<file path="config.mk">
export PLATFORM = sky130hd
export DESIGN_NAME = imem_loader
export DESIGN_NICKNAME = d
export VERILOG_FILES = /design/src/rtl/imem_pkg.sv /design/src/rtl/imem_loader_byte_packer.sv /design/src/rtl/imem_loader.sv
export SDC_FILE = /design/constraint.sdc
export NUM_CORES = 1
export LEC_CHECK = 0
export BUFFER_PORTS_ARGS = -buffer_cell sky130_fd_sc_hd__buf_2
export CAP_MARGIN = 20
export CELL_PAD_IN_SITES_DETAIL_PLACEMENT = 1
export CELL_PAD_IN_SITES_GLOBAL_PLACEMENT = 1
export CORE_ASPECT_RATIO = 1.5
export CORE_UTILIZATION = 39
export DETAILED_ROUTE_END_ITERATION = 7
export PLACE_DENSITY = 0.88
export SYNTH_ARGS = -nofsm -noshare
export SYNTH_HDL_FRONTEND = slang
export SYNTH_HIERARCHICAL = 1
export SYNTH_SLANG_ARGS = --single-unit
</file>
<file path="constraint.sdc">
create_clock -name Clock -period 2.3 [get_ports Clock]
set_clock_uncertainty 0.2 [all_clocks]
set_input_delay 0.46 -clock Clock [delete_from_list [all_inputs] [get_ports Clock]]
set_output_delay 0.46 -clock Clock [all_outputs]
set_load 0.005 [all_outputs]
</file>
<file path="src/rtl/imem_pkg.sv">
// Shared definitions for the instruction-memory program loader: memory
// geometry, the loader state encoding and the big-endian byte-lane shifts.
// The CHECK state exists only when IMEM_LOADER_CHECKSUM_EN is defined.
package imem_pkg;

    localparam int DEPTH  = 32;
    localparam int ADDR_W = $clog2(DEPTH);

`ifdef IMEM_LOADER_CHECKSUM_EN
    typedef enum logic [1:0] {
        IDLE   = 2'd0,
        LOAD   = 2'd1,
        CHECK  = 2'd2,
        FINISH = 2'd3
    } loader_state_t;
`else
    typedef enum logic [1:0] {
        IDLE   = 2'd0,
        LOAD   = 2'd1,
        FINISH = 2'd3
    } loader_state_t;
`endif

    // The first byte of a word is the most significant one.
    localparam logic [4:0] LANE0_SHIFT = 5'd24;
    localparam logic [4:0] LANE1_SHIFT = 5'd16;
    localparam logic [4:0] LANE2_SHIFT = 5'd8;
    localparam logic [4:0] LANE3_SHIFT = 5'd0;

    function automatic logic [4:0] lane_shift(input logic [1:0] lane);
        logic [4:0] shift;
        case (lane)
            2'd0:    shift = LANE0_SHIFT;
            2'd1:    shift = LANE1_SHIFT;
            2'd2:    shift = LANE2_SHIFT;
            default: shift = LANE3_SHIFT;
        endcase
        return shift;
    endfunction

endpackage

</file>
<file path="src/rtl/imem_loader_byte_packer.sv">
// byte_packer: collects four accepted bytes into one big-endian 32-bit word
// and pulses word_valid for the cycle after the fourth byte is taken.
module byte_packer
    import imem_pkg::*;
(
    input  logic        clk,
    input  logic        rst_n,
    input  logic        clear,
    input  logic        byte_xfer,
    input  logic [7:0]  byte_in,
    output logic        last_lane,
    output logic [31:0] word_out,
    output logic        word_valid
);

    logic [1:0]  byte_count;
    logic [31:0] partial;

    assign last_lane = (byte_count == 2'd3);

    // Merge each byte into its lane; the fourth byte publishes the word and restarts the count.
    always_ff @(posedge clk or negedge rst_n) begin
        if (!rst_n) begin
            byte_count <= 2'd0;
            partial    <= 32'd0;
            word_out   <= 32'd0;
            word_valid <= 1'b0;
        end else if (clear) begin
            byte_count <= 2'd0;
            partial    <= 32'd0;
            word_valid <= 1'b0;
        end else begin
            word_valid <= 1'b0;
            if (byte_xfer) begin
                byte_count <= byte_count + 2'd1;
                if (last_lane) begin
                    word_out   <= partial | ({24'd0, byte_in} << lane_shift(byte_count));
                    partial    <= 32'd0;
                    word_valid <= 1'b1;
                end else begin
                    partial <= partial | ({24'd0, byte_in} << lane_shift(byte_count));
                end
            end
        end
    end

endmodule

</file>
<file path="src/rtl/imem_loader.sv">
// imem_loader: streams bytes into instruction words and writes them to
// consecutive word addresses from 0 while holding the CPU off.
// Optional checksum stage: define IMEM_LOADER_CHECKSUM_EN.
module imem_loader #(
    parameter int DEPTH  = imem_pkg::DEPTH,
    parameter int ADDR_W = imem_pkg::ADDR_W
) (
    input  logic              Clock,
    input  logic              Reset_n,
    input  logic              Start,
    input  logic [ADDR_W:0]   Word_count,
    input  logic [7:0]        Byte_in,
    input  logic              Byte_valid,
    output logic              Byte_ready,
    output logic              Write_enable,
    output logic [31:0]       Write_address,
    output logic [31:0]       Write_data,
    output logic              Cpu_hold,
    output logic              Done,
    output logic              Error
);
    import imem_pkg::*;

    localparam logic [ADDR_W:0] DEPTH_W = (ADDR_W+1)'(DEPTH);

    loader_state_t     state, state_next;
    logic [ADDR_W:0]   count_q;
    logic [ADDR_W:0]   words_packed;
    logic [ADDR_W-1:0] word_index;
    logic              done_next, error_next, hold_next;
    logic              start_ok, start_bad, byte_xfer, last_write;
    logic              last_lane, pk_word_valid;
    logic [31:0]       pk_word;
`ifdef IMEM_LOADER_CHECKSUM_EN
    logic [31:0]       checksum;
`endif

    assign start_ok   = (state == IDLE) && Start && (Word_count != '0) && (Word_count <= DEPTH_W);
    assign start_bad  = (state == IDLE) && Start && ((Word_count == '0) || (Word_count > DEPTH_W));
    assign byte_xfer  = Byte_valid && Byte_ready;
    assign last_write = Write_enable && ({1'b0, word_index} == (count_q - 1'b1));

    assign Write_address = {{(32-ADDR_W){1'b0}}, word_index};
    assign Write_data    = pk_word;

    byte_packer u_packer (
        .clk        (Clock),
        .rst_n      (Reset_n),
        .clear      (start_ok),
        .byte_xfer  (byte_xfer),
        .byte_in    (Byte_in),
        .last_lane  (last_lane),
        .word_out   (pk_word),
        .word_valid (pk_word_valid)
    );

    // Accept bytes only while words (or the checksum) remain outstanding.
    always_comb begin
        Byte_ready = 1'b0;
        case (state)
            LOAD:    Byte_ready = (words_packed != count_q);
`ifdef IMEM_LOADER_CHECKSUM_EN
            CHECK:   Byte_ready = !pk_word_valid;
`endif
            default: Byte_ready = 1'b0;
        endcase
    end

    // Next state and next values of the registered status flags.
    always_comb begin
        state_next = state;
        done_next  = Done;
        error_next = Error;
        hold_next  = Cpu_hold;
        case (state)
            IDLE: begin
                if (start_ok) begin
                    state_next = LOAD;
                    done_next  = 1'b0;
                    error_next = 1'b0;
                    hold_next  = 1'b1;
                end else if (start_bad) begin
                    error_next = 1'b1;
                end
            end
            LOAD: begin
                if (last_write) begin
`ifdef IMEM_LOADER_CHECKSUM_EN
                    state_next = CHECK;
`else
                    state_next = FINISH;
`endif
                end
            end
`ifdef IMEM_LOADER_CHECKSUM_EN
            CHECK: begin
                if (pk_word_valid) begin
                    if (pk_word == checksum) begin
                        state_next = FINISH;
                    end else begin
                        state_next = IDLE;
                        error_next = 1'b1;
                        done_next  = 1'b0;
                        hold_next  = 1'b0;
                    end
                end
            end
`endif
            FINISH: begin
                state_next = IDLE;
                done_next  = 1'b1;
                hold_next  = 1'b0;
            end
            default: state_next = IDLE;
        endcase
    end

    // State and status flag registers.
    always_ff @(posedge Clock or negedge Reset_n) begin
        if (!Reset_n) begin
            state    <= IDLE;
            Done     <= 1'b0;
            Error    <= 1'b0;
            Cpu_hold <= 1'b0;
        end else begin
            state    <= state_next;
            Done     <= done_next;
            Error    <= error_next;
            Cpu_hold <= hold_next;
        end
    end

    // Write strobe one cycle after a word completes; the index advances as that write retires.
    always_ff @(posedge Clock or negedge Reset_n) begin
        if (!Reset_n) begin
            Write_enable <= 1'b0;
            count_q      <= '0;
            words_packed <= '0;
            word_index   <= '0;
        end else begin
            Write_enable <= (state == LOAD) && byte_xfer && last_lane;
            if (start_ok) begin
                count_q      <= Word_count;
                words_packed <= '0;
                word_index   <= '0;
            end else begin
                if ((state == LOAD) && byte_xfer && last_lane) begin
                    words_packed <= words_packed + 1'b1;
                end
                if (Write_enable && !last_write) begin
                    word_index <= word_index + 1'b1;
                end
            end
        end
    end

`ifdef IMEM_LOADER_CHECKSUM_EN
    // Running sum of every word written during this load.
    always_ff @(posedge Clock or negedge Reset_n) begin
        if (!Reset_n) begin
            checksum <= 32'd0;
        end else if (start_ok) begin
            checksum <= 32'd0;
        end else if (Write_enable) begin
            checksum <= checksum + Write_data;
        end
    end
`endif

endmodule

</file>
==> impl_results.md, run 1 <==
* Root Buffer: clkbuf_16
* Pre-CTS WS at -0.4046 ns
* CTS Buf Count at 9
* Port Buffer Count at 59
* Via count at 3443
* Unrepaired setup endpoints after global routing: yes
* Worst-Margin Slew at 0.6408 ns
* Crit Path Max Fanout at 22
* Worst path max stage delay at 0.53 ns
* CP required at 2.30 ns
* Die area at 11700 µm²
* Cell Area, Synth at 4392 µm²
* CTS tree: yes
* Final Hold Vio Count at 0
* Min cycle time layout at 2.321 ns
* Final setup violation count at 5
* Post-Synthesis Cells at 424
* Non-filler cells, final at 658
* First-pass GRT wire length at 17910 µm
* Largest delay share family, worst path: simple AND/OR/NAND/NOR gates
* Clock sinks at 89
* Fillcell total at 1252
* Core ar. at 11000 µm²
* Hold slack at 0.1403 ns
* Final slew viol count at 0
* Crit. End Element: register
* Static leakage at 0.002488 µW
* Hold Path Class: primary input to register
* Setup TNS at -0.05520 ns
* Synth Warn # at 6
* Type of the worst setup path: primary input to register
* CP startpoint kind: primary input
* CTS clk-pin slew, worst paths at 0.06 ns
* I/O Pins at 87
* Layout cells sized above 1 at 0.3151
* Grt total ovfl at 0
* Clock buffer depth at 2
* Area grow syn2layout at 22.65%
* Worst setup slack after layout at -0.02122 ns
* Peak supply drop at 0.5486 mV
* Max frequency at 430.8 MHz
* Avg WL per Cell at 17.31 µm
* Die Wd at 88.65 µm
* Critical path, cell by cell: buf_6 > or4_4 > or3_4 > nand3_4 > inv_4 > and3b_2 > buf_12 > mux2i_1 > o21ai_1
* Fin nets at 532
* Post-route ant nets at 0
* Routed WL at 11390 µm
* DR vias/cell at 5.233
* Die height at 132.0 µm
* CP max-delay cell: or4_4
* CP arrival at 2.32 ns
* Worst-Skew Late Latency at 0.33 ns
* Failing checks: negative setup slack
* # DRC at 0
* Aggregate global-route resource usage at 0.2000
* Vias in the first global route at 3635
* H-tree Lvls at 3
* Drt initial violations at 141
* Diode count at 0
* Status: finished with violations
* Gpl congestion at 0.7777
* Antenna violations before repair at 0
* Starting Density at 0.3994
* Fin crit share at 1.009
* DP HPWL at 7831 µm
* Row count at 47
* Largest net degree at the start of global routing at 90
* Avg Inst Size Synth at 10.36 µm²
* DP Cell Count at 638
* DRT Pass-1 Iters at 4
* Buf+Inv Stages, Crit Path at 3
* Power density over the cells at 1524 nW/µm²
* Worst relative slew slack at 0.5618
* Max Cap Viol at 0
-- flip-flops by register name, indices dropped and copies added (netlist names) --
signal,cells
words_packed,6
count_q,6
u_packer/partial,32
Error,1
Done,1
Cpu_hold,1
u_packer/byte_count,2
state,2
word_index,5
u_packer/word_out,32
Write_enable,1
-- where the power goes --
group | internal, µW | switching [µW] | total [µW] | leakage [µW]
sequential | 2290 | 557 | 2840 | 0.00109
combinational | 1730 | 2060 | 3790 | 0.00124
clock | 980 | 591 | 1570 | 0.000159
-- path summary, 6_finish.rpt --
check | cells after the start | slack [ns] | start | endpoint
worst max-delay path | 9 | -0.02 | Word_count[0] | u_packer/word_out[30]
worst min-delay path | 3 | 0.14 | Word_count[3] | count_q[3]
worst max register to register | 9 | 0.01 | words_packed[4] | u_packer/word_out[0]
worst min register to register | 2 | 0.27 | Done | Done
max in group asynchronous | 3 | 1.03 | Reset_n | u_packer/word_out[0]
min in group asynchronous | 3 | 0.49 | Reset_n | u_packer/word_out[5]
-- worst min-delay path, stage by stage --
cell and delay, ns:
buf_2 0.09, nand2_1 0.05, nand2_1 0.04
-- layout make-up --
cell class / instances / area, µm² / share of cell area
timing repair buffer: 94 / 645.6 / 0.1199
multi-input combinational: 306 / 1983 / 0.3682
clock inverter: 5 / 78.83 / 0.01463
inverter: 6 / 25.02 / 0.004646
sequential: 89 / 2227 / 0.4135
clock buffer: 11 / 242.7 / 0.04506
tap: 147 / 183.9 / 0.03415
-- repair_timing --
item                       in CTS  in global routing
setup endpoints to repair      46                 65
pin swaps                       2                  2
cloned                          0                  1
buffers inserted                0                  2
hold endpoints to repair       80                  0
hold buffers                    1                  0
gates resized for setup         7                 33
-- metrics by stage --
step	power, µW	util	area (µm²)
CTS	8020	0.4758	5233
floorplan	5118	-	4513
finish	8207	0.4898	5386
global placement	6054	0.4439	4881
global route	8785	0.4898	5386
detailed placement	6341	0.4439	4881
-- cells in the final DEF (no fill, tap or decap), drive strengths merged, types with 8 or more instances in the layout --
cell,n
dfrtp,89
mux2i,15
nand2,37
a41oi,8
a22o,16
clkbuf,12
conb,27
o21ai,12
and3,9
xnor2,8
a31oi,26
buf,92
nor2,54
ha,8
xor2,9
a21oi,40
-- metal layers --
metal | track usage | wire (µm)
met4 | 0.07975 | 240
met1 | 0.2178 | 4326
met2 | 0.3722 | 6463
met5 | 0 | 0
met3 | 0.03193 | 362
Power figures use the tool's default switching activity.
==> inputs of run 2 (changes only) <==
Settings changed: PLACE_DENSITY 0.88 to 0.82.
==> impl_results.md, run 2 (synthesis results as in run 1) <==
* Status: finished with violations (unchanged)
* Failing checks: negative setup slack (unchanged)
* DR vias/cell at 5.365 (was 5.233)
* Power, Total at 8180 µW (was 8207 µW)
* Gpl congestion at 0.8060 (was 0.7777)
* DP HPWL at 7950 µm (was 7831 µm)
* Root Buffer: clkbuf_16 (unchanged)
* Fin nets at 540 (was 532)
* Die area at 11700 µm² (unchanged)
* CTS Buf Count at 9 (unchanged)
* CP max-delay cell: or4_4 (unchanged)
* Aggregate global-route resource usage at 0.2100 (was 0.2000)
* Vias in the first global route at 3664 (was 3635)
* Worst setup slack after layout at -0.06890 ns (was -0.02122 ns)
* First-pass GRT wire length at 18650 µm (was 17910 µm)
* Max Cap Viol at 0 (unchanged)
* Biggest regs: u_packer/partial: 32 flops, u_packer/word_out: 32 flops (unchanged)
* Drt initial violations at 90 (was 141)
* Critical path, cell by cell: buf_6 > or4_4 > or3_4 > nand3_4 > inv_4 > buf_4 > a21oi_1 > buf_4 > and3_1 > a22o_1 (was buf_6 > or4_4 > or3_4 > nand3_4 > inv_4 > and3b_2 > buf_12 > mux2i_1 > o21ai_1)
* Post-DP Area at 4901 µm² (was 4881 µm²)
* Port Buffer Count at 59 (unchanged)
* CTS tree: yes (unchanged)
* Most common cell after layout, fill and taps aside: dfrtp_1 (unchanged)
* Most used cell, CP: buf_4
* Die Wd at 88.65 µm (unchanged)
* CP startpoint kind: primary input (unchanged)
* Post-route ant nets at 0 (unchanged)
* Row count at 47 (unchanged)
* Crit. End Element: register (unchanged)
* Crit Path Max Fanout at 14 (was 22)
* Unrepaired setup endpoints after global routing: yes (unchanged)
* CP required at 2.38 ns (was 2.30 ns)
* Clock sinks at 89 (unchanged)
* Diode count at 0 (unchanged)
* Max frequency at 422.1 MHz (was 430.8 MHz)
* I/O Pins at 87 (unchanged)
* Min cycle time layout at 2.369 ns (was 2.321 ns)
* Power density over the cells at 1508 nW/µm² (was 1524 nW/µm²)
* Via count at 3573 (was 3443)
* Final slew viol count at 0 (unchanged)
* CP arrival at 2.45 ns (was 2.32 ns)
* H-tree Lvls at 3 (unchanged)
* Static leakage at 0.002518 µW (was 0.002488 µW)
* Worst-Skew Late Latency at 0.35 ns (was 0.33 ns)
* # DRC at 0 (unchanged)
* Avg WL per Cell at 18.27 µm (was 17.31 µm)
* Type of the worst setup path: primary input to register (unchanged)
* Worst-Margin Slew at 0.6068 ns (was 0.6408 ns)
* Most frequent cells in the layout: 89 x dfrtp_1, 55 x buf_2, 43 x nor2_1, 37 x nand2_1, 34 x buf_4 (was 89 x dfrtp_1, 56 x buf_2, 36 x nand2_1, 33 x a21oi_1, 29 x buf_4)
* Core ar. at 11000 µm² (unchanged)
* Worst path max stage delay at 0.52 ns (was 0.53 ns)
* Routed WL at 12170 µm (was 11390 µm)
* Layout cells sized above 1 at 0.2967 (was 0.3151)
* CTS clk-pin slew, worst paths at 0.07 ns (was 0.06 ns)
* Largest net degree at the start of global routing at 90 (unchanged)
* Starting Density at 0.3994 (unchanged)
* Buf+Inv Stages, Crit Path at 4 (was 3)
* Fin crit share at 1.030 (was 1.009)
* Peak supply drop at 0.7664 mV (was 0.5486 mV)
* Final Hold Vio Count at 0 (unchanged)
* Area grow syn2layout at 23.50% (was 22.65%)
* Hold Path Class: primary input to register (unchanged)
* DRT Pass-1 Iters at 5 (was 4)
* Final setup violation count at 33 (was 5)
* Largest delay share family, worst path: simple AND/OR/NAND/NOR gates (unchanged)
* Clock buffer depth at 2 (unchanged)
* Fillcell total at 1253 (was 1252)
* Fin area at 5424 µm² (was 5386 µm²)
* Grt total ovfl at 0 (unchanged)
* Die height at 132.0 µm (unchanged)
* Antenna violations before repair at 0 (unchanged)
* Worst relative slew slack at 0.5940 (was 0.5618)
## run 2: changes by cell type in the layout (fill, tap and decap cells not counted), moves of 2 or more
cell	change
buf_4	+5
bufinv_16	-2
clkbuf_16	+2
clkinv_2	-2
clkinvlp_4	+2
inv_6	+2
nor2_1	+16
nor2_2	-15
## run 2: worst paths after layout
path / start / end / slack (ns) / depth (start not counted)
max: Word_count[0] / u_packer/partial[31] / -0.07 / 10
min: Word_count[5] / count_q[5] / 0.17 / 3
max reg2reg: words_packed[4] / u_packer/word_out[7] / 0 / 9
min reg2reg: Done / Done / 0.28 / 2
max in group asynchronous: Reset_n / Write_enable / 1.03 / 3
min in group asynchronous: Reset_n / u_packer/word_out[12] / 0.51 / 3
## run 2: metrics by stage
stage | util | std cells | setup WS (ns) | setup TNS [ns] | hold slack, ns
2_1_floorplan | - | 450 | -0.3400 | -15.95 | -0.03559
3_3_place_gp | 0.4457 | 639 | -0.3101 | -14.82 | 0.2627
3_5_place_dp | 0.4457 | 639 | -0.4206 | -18.27 | 0.2720
4_1_cts | 0.4753 | 659 | -0.06019 | -0.1199 | 0.1569
5_1_grt | 0.4932 | 666 | -0.1139 | -2.965 | 0.1804
6_report | 0.4932 | 666 | -0.06890 | -0.6435 | 0.1668
## run 2: cell type report
type                       count  area [µm²]  area share
clock buffer                  10       229.0     0.04221
clock inverter                 6       50.05    0.009227
inverter                       6       25.02    0.004614
multi-input combinational    306        1949      0.3594
sequential                    89        2227      0.4106
tap                          147       183.9     0.03391
timing repair buffer         102       759.5      0.1400
## run 2: power breakdown
| group | internal (µW) | leakage [µW] | switching, µW |
|---|---|---|---|
| combinational | 1800 | 0.00130 | 2150 |
| sequential | 2280 | 0.00109 | 547 |
| clock | 744 | 0.000130 | 649 |
| total | 4830 | 0.00252 | 3350 |
## run 2: worst reg2reg max path: cells and delay by family (launching register included)
| family | cells | cell delay [ns] |
|---|---|---|
| AO/OA/AOI/OAI | 2 | 0.16 |
| XOR/XNOR | 1 | 0.17 |
| buffers and inverters | 2 | 0.32 |
| flip-flops | 1 | 0.39 |
| AND/OR/NAND/NOR | 4 | 0.95 |
## run 2: metal layers
| metal | vias up | GRT usage | part of all wire | wire, µm |
|---|---|---|---|---|
| met2 | 130 | 0.3650 | 0.55 | 6648 |
| met4 | 0 | 0.1093 | 0.044 | 541 |
| met3 | 41 | 0.03757 | 0.046 | 554 |
| met5 | - | 0 | 0 | 0 |
| li1 | 1620 | - | - | - |
| met1 | 1782 | 0.2391 | 0.36 | 4425 |
## run 2: repair_timing
item | CTS | global route
endpoints found under the hold margin | 89 | 0
gates resized for setup | 5 | 22
hold buffers | 1 | 0
setup buffers | 3 | 4
pin swaps | 3 | 0
endpoints found under the setup margin | 38 | 32
cloned | 0 | 3
==> inputs of run 3 (changes only) <==
--- a/config.mk
+++ b/config.mk
@@ -9,3 +9,3 @@
 export CAP_MARGIN = 20
-export CELL_PAD_IN_SITES_DETAIL_PLACEMENT = 1
+export CELL_PAD_IN_SITES_DETAIL_PLACEMENT = 0
 export CELL_PAD_IN_SITES_GLOBAL_PLACEMENT = 1
--- a/constraint.sdc
+++ b/constraint.sdc
@@ -4,2 +4,2 @@
 set_output_delay 0.46 -clock Clock [all_outputs]
-set_load 0.005 [all_outputs]
+set_load 0.02 [all_outputs]
==> impl_results.md, run 3 (synthesis results as in run 1) <==
* Status: finished with violations (unchanged)
* Failing checks: negative setup slack (unchanged)
* Routed WL at 9965 µm (was 12170 µm)
* Layout cells sized above 1 at 0.2901 (was 0.2967)
* Core ar. at 11000 µm² (unchanged)
* CP required at 1.64 ns (was 2.38 ns)
* Die area at 11700 µm² (unchanged)
* Register area at 2227 µm² (unchanged)
* Power density over the cells at 1541 nW/µm² (was 1508 nW/µm²)
* CP arrival at 1.65 ns (was 2.45 ns)
* Crit. End Element: output port (was register)
* Final setup violation count at 1 (was 33)
* Starting Density at 0.3994 (unchanged)
* Type of the worst setup path: register to output port (was primary input to register)
* Die height at 132.0 µm (unchanged)
* Biggest regs: u_packer/partial: 32 flops, u_packer/word_out: 32 flops (unchanged)
* DRT Pass-1 Iters at 4 (was 5)
* Vias in the first global route at 3351 (was 3664)
* Antenna violations before repair at 0 (unchanged)
* Most common cell after layout, fill and taps aside: dfrtp_1 (unchanged)
* Non-filler cells, final at 671 (was 666)
* Worst-Margin Slew at 0.5864 ns (was 0.6068 ns)
* DP Cell Count at 645 (was 639)
* DP HPWL at 6862 µm (was 7950 µm)
* DR vias/cell at 5.086 (was 5.365)
* Max Cap Viol at 0 (unchanged)
* Final core utilization at 0.4912 (was 0.4932)
* Worst setup slack after layout at -0.009926 ns (was -0.06890 ns)
* Drt initial violations at 202 (was 90)
* CTS tree: yes (unchanged)
* Worst-Skew Late Latency at 0.33 ns (was 0.35 ns)
* Peak supply drop at 0.5867 mV (was 0.7664 mV)
* Clock buffer depth at 2 (unchanged)
* Min cycle time layout at 2.310 ns (was 2.369 ns)
* CTS Buf Count at 9 (unchanged)
* Die Wd at 88.65 µm (unchanged)
* Root Buffer: clkbuf_16 (unchanged)
* CTS clk-pin slew, worst paths at 0.06 ns (was 0.07 ns)
* Final slew viol count at 0 (unchanged)
* Final Hold Vio Count at 0 (unchanged)
* Row count at 47 (unchanged)
* Worst relative slew slack at 0.6090 (was 0.5940)
* Post-route ant nets at 0 (unchanged)
* Fin nets at 545 (was 540)
* Grt total ovfl at 0 (unchanged)
* First-pass GRT wire length at 16020 µm (was 18650 µm)
* Unrepaired setup endpoints after global routing: yes (unchanged)
* Largest net degree at the start of global routing at 38 (was 90)
* Crit Path Max Fanout at 2 (was 14)
* Port Buffer Count at 59 (unchanged)
* Area grow syn2layout at 22.99% (was 23.50%)
* Area occupied by multi-input gates at 1922 µm² (was 1949 µm²)
* Power, Total at 8323 µW (was 8180 µW)
* Most frequent cells in the layout: 89 x dfrtp_1, 56 x buf_2, 43 x nor2_1, 40 x buf_4, 37 x nand2_1 (was 89 x dfrtp_1, 55 x buf_2, 43 x nor2_1, 37 x nand2_1, 34 x buf_4)
* Clock sinks at 89 (unchanged)
* I/O Pins at 87 (unchanged)
* Static leakage at 0.002532 µW (was 0.002518 µW)
* Gpl congestion at 0.7789 (was 0.8060)
* CP startpoint kind: register (was primary input)
* Fin crit share at 1.004 (was 1.030)
* H-tree Lvls at 3 (unchanged)
* Max frequency at 432.9 MHz (was 422.1 MHz)
* # DRC at 0 (unchanged)
* Avg WL per Cell at 14.85 µm (was 18.27 µm)
* Hold Path Class: primary input to register (unchanged)
* Via count at 3413 (was 3573)
* Diode count at 0 (unchanged)
* Fillcell total at 1046 (was 1253)
* Aggregate global-route resource usage at 0.1769 (was 0.2100)
* Pre-CTS WS at -0.3951 ns (was -0.4206 ns)
[run 3: where the power goes]
part / internal [µW] / switching (µW) / leakage [µW]
sequential: 2280 / 471 / 0.00109
clock: 744 / 621 / 0.000130
combinational: 1790 / 2410 / 0.00131
total: 4820 / 3500 / 0.00253
[run 3: stage by stage]
step	instance area [µm²]	TNS, ns	hold WS, ns
floorplan	4517	-16.07	-0.03559
global placement	4937	-14.81	0.2513
detailed placement	4937	-16.86	0.2605
CTS	5230	-0.03087	0.1330
global route	5401	-1.013	0.1416
finish	5401	-0.009926	0.1488
[run 3: routing by layer]
metal / vias up / routed length, µm / track usage
met5: - / 0 / 0
met4: 0 / 290 / 0.09140
met3: 18 / 437 / 0.03068
met2: 101 / 5116 / 0.2970
met1: 1653 / 4120 / 0.2121
li1: 1641 / - / -
[run 3: final timing paths]
check | start | endpoint | slack (ns) | cells after the start
setup / recovery | count_q[2] | Byte_ready | -0.01 | 5
hold reg to reg | Cpu_hold | Cpu_hold | 0.28 | 2
setup reg to reg | count_q[2] | u_packer/word_out[5] | 0.02 | 9
max in group asynchronous | Reset_n | Done | 0.86 | 3
min in group asynchronous | Reset_n | u_packer/word_out[8] | 0.42 | 2
hold / removal | Word_count[3] | count_q[3] | 0.15 | 3
[run 3: final cells by class]
type                       count  area share
multi-input combinational    306      0.3558
tap                          147     0.03405
clock inverter                 6    0.009266
timing repair buffer         107      0.1415
inverter                       6    0.004633
sequential                    89      0.4123
clock buffer                  10     0.04239
[run 3: worst max-delay path, cell delays in order (launching register included)]
cell and delay [ns]:
dfrtp_1 0.40, xor2_1 0.17, nor4_2 0.36, a21oi_2 0.11, buf_4 0.15, buf_6 0.12
[run 3: timing repair]
item | CTS | global route
hold buffers | 1 | 0
hold endpoints to repair | 34 | 0
pin swaps | 0 | 3
setup endpoints to repair | 25 | 58
gates resized for setup | 2 | 18
gates cloned | 0 | 3
setup buffers | 0 | 6
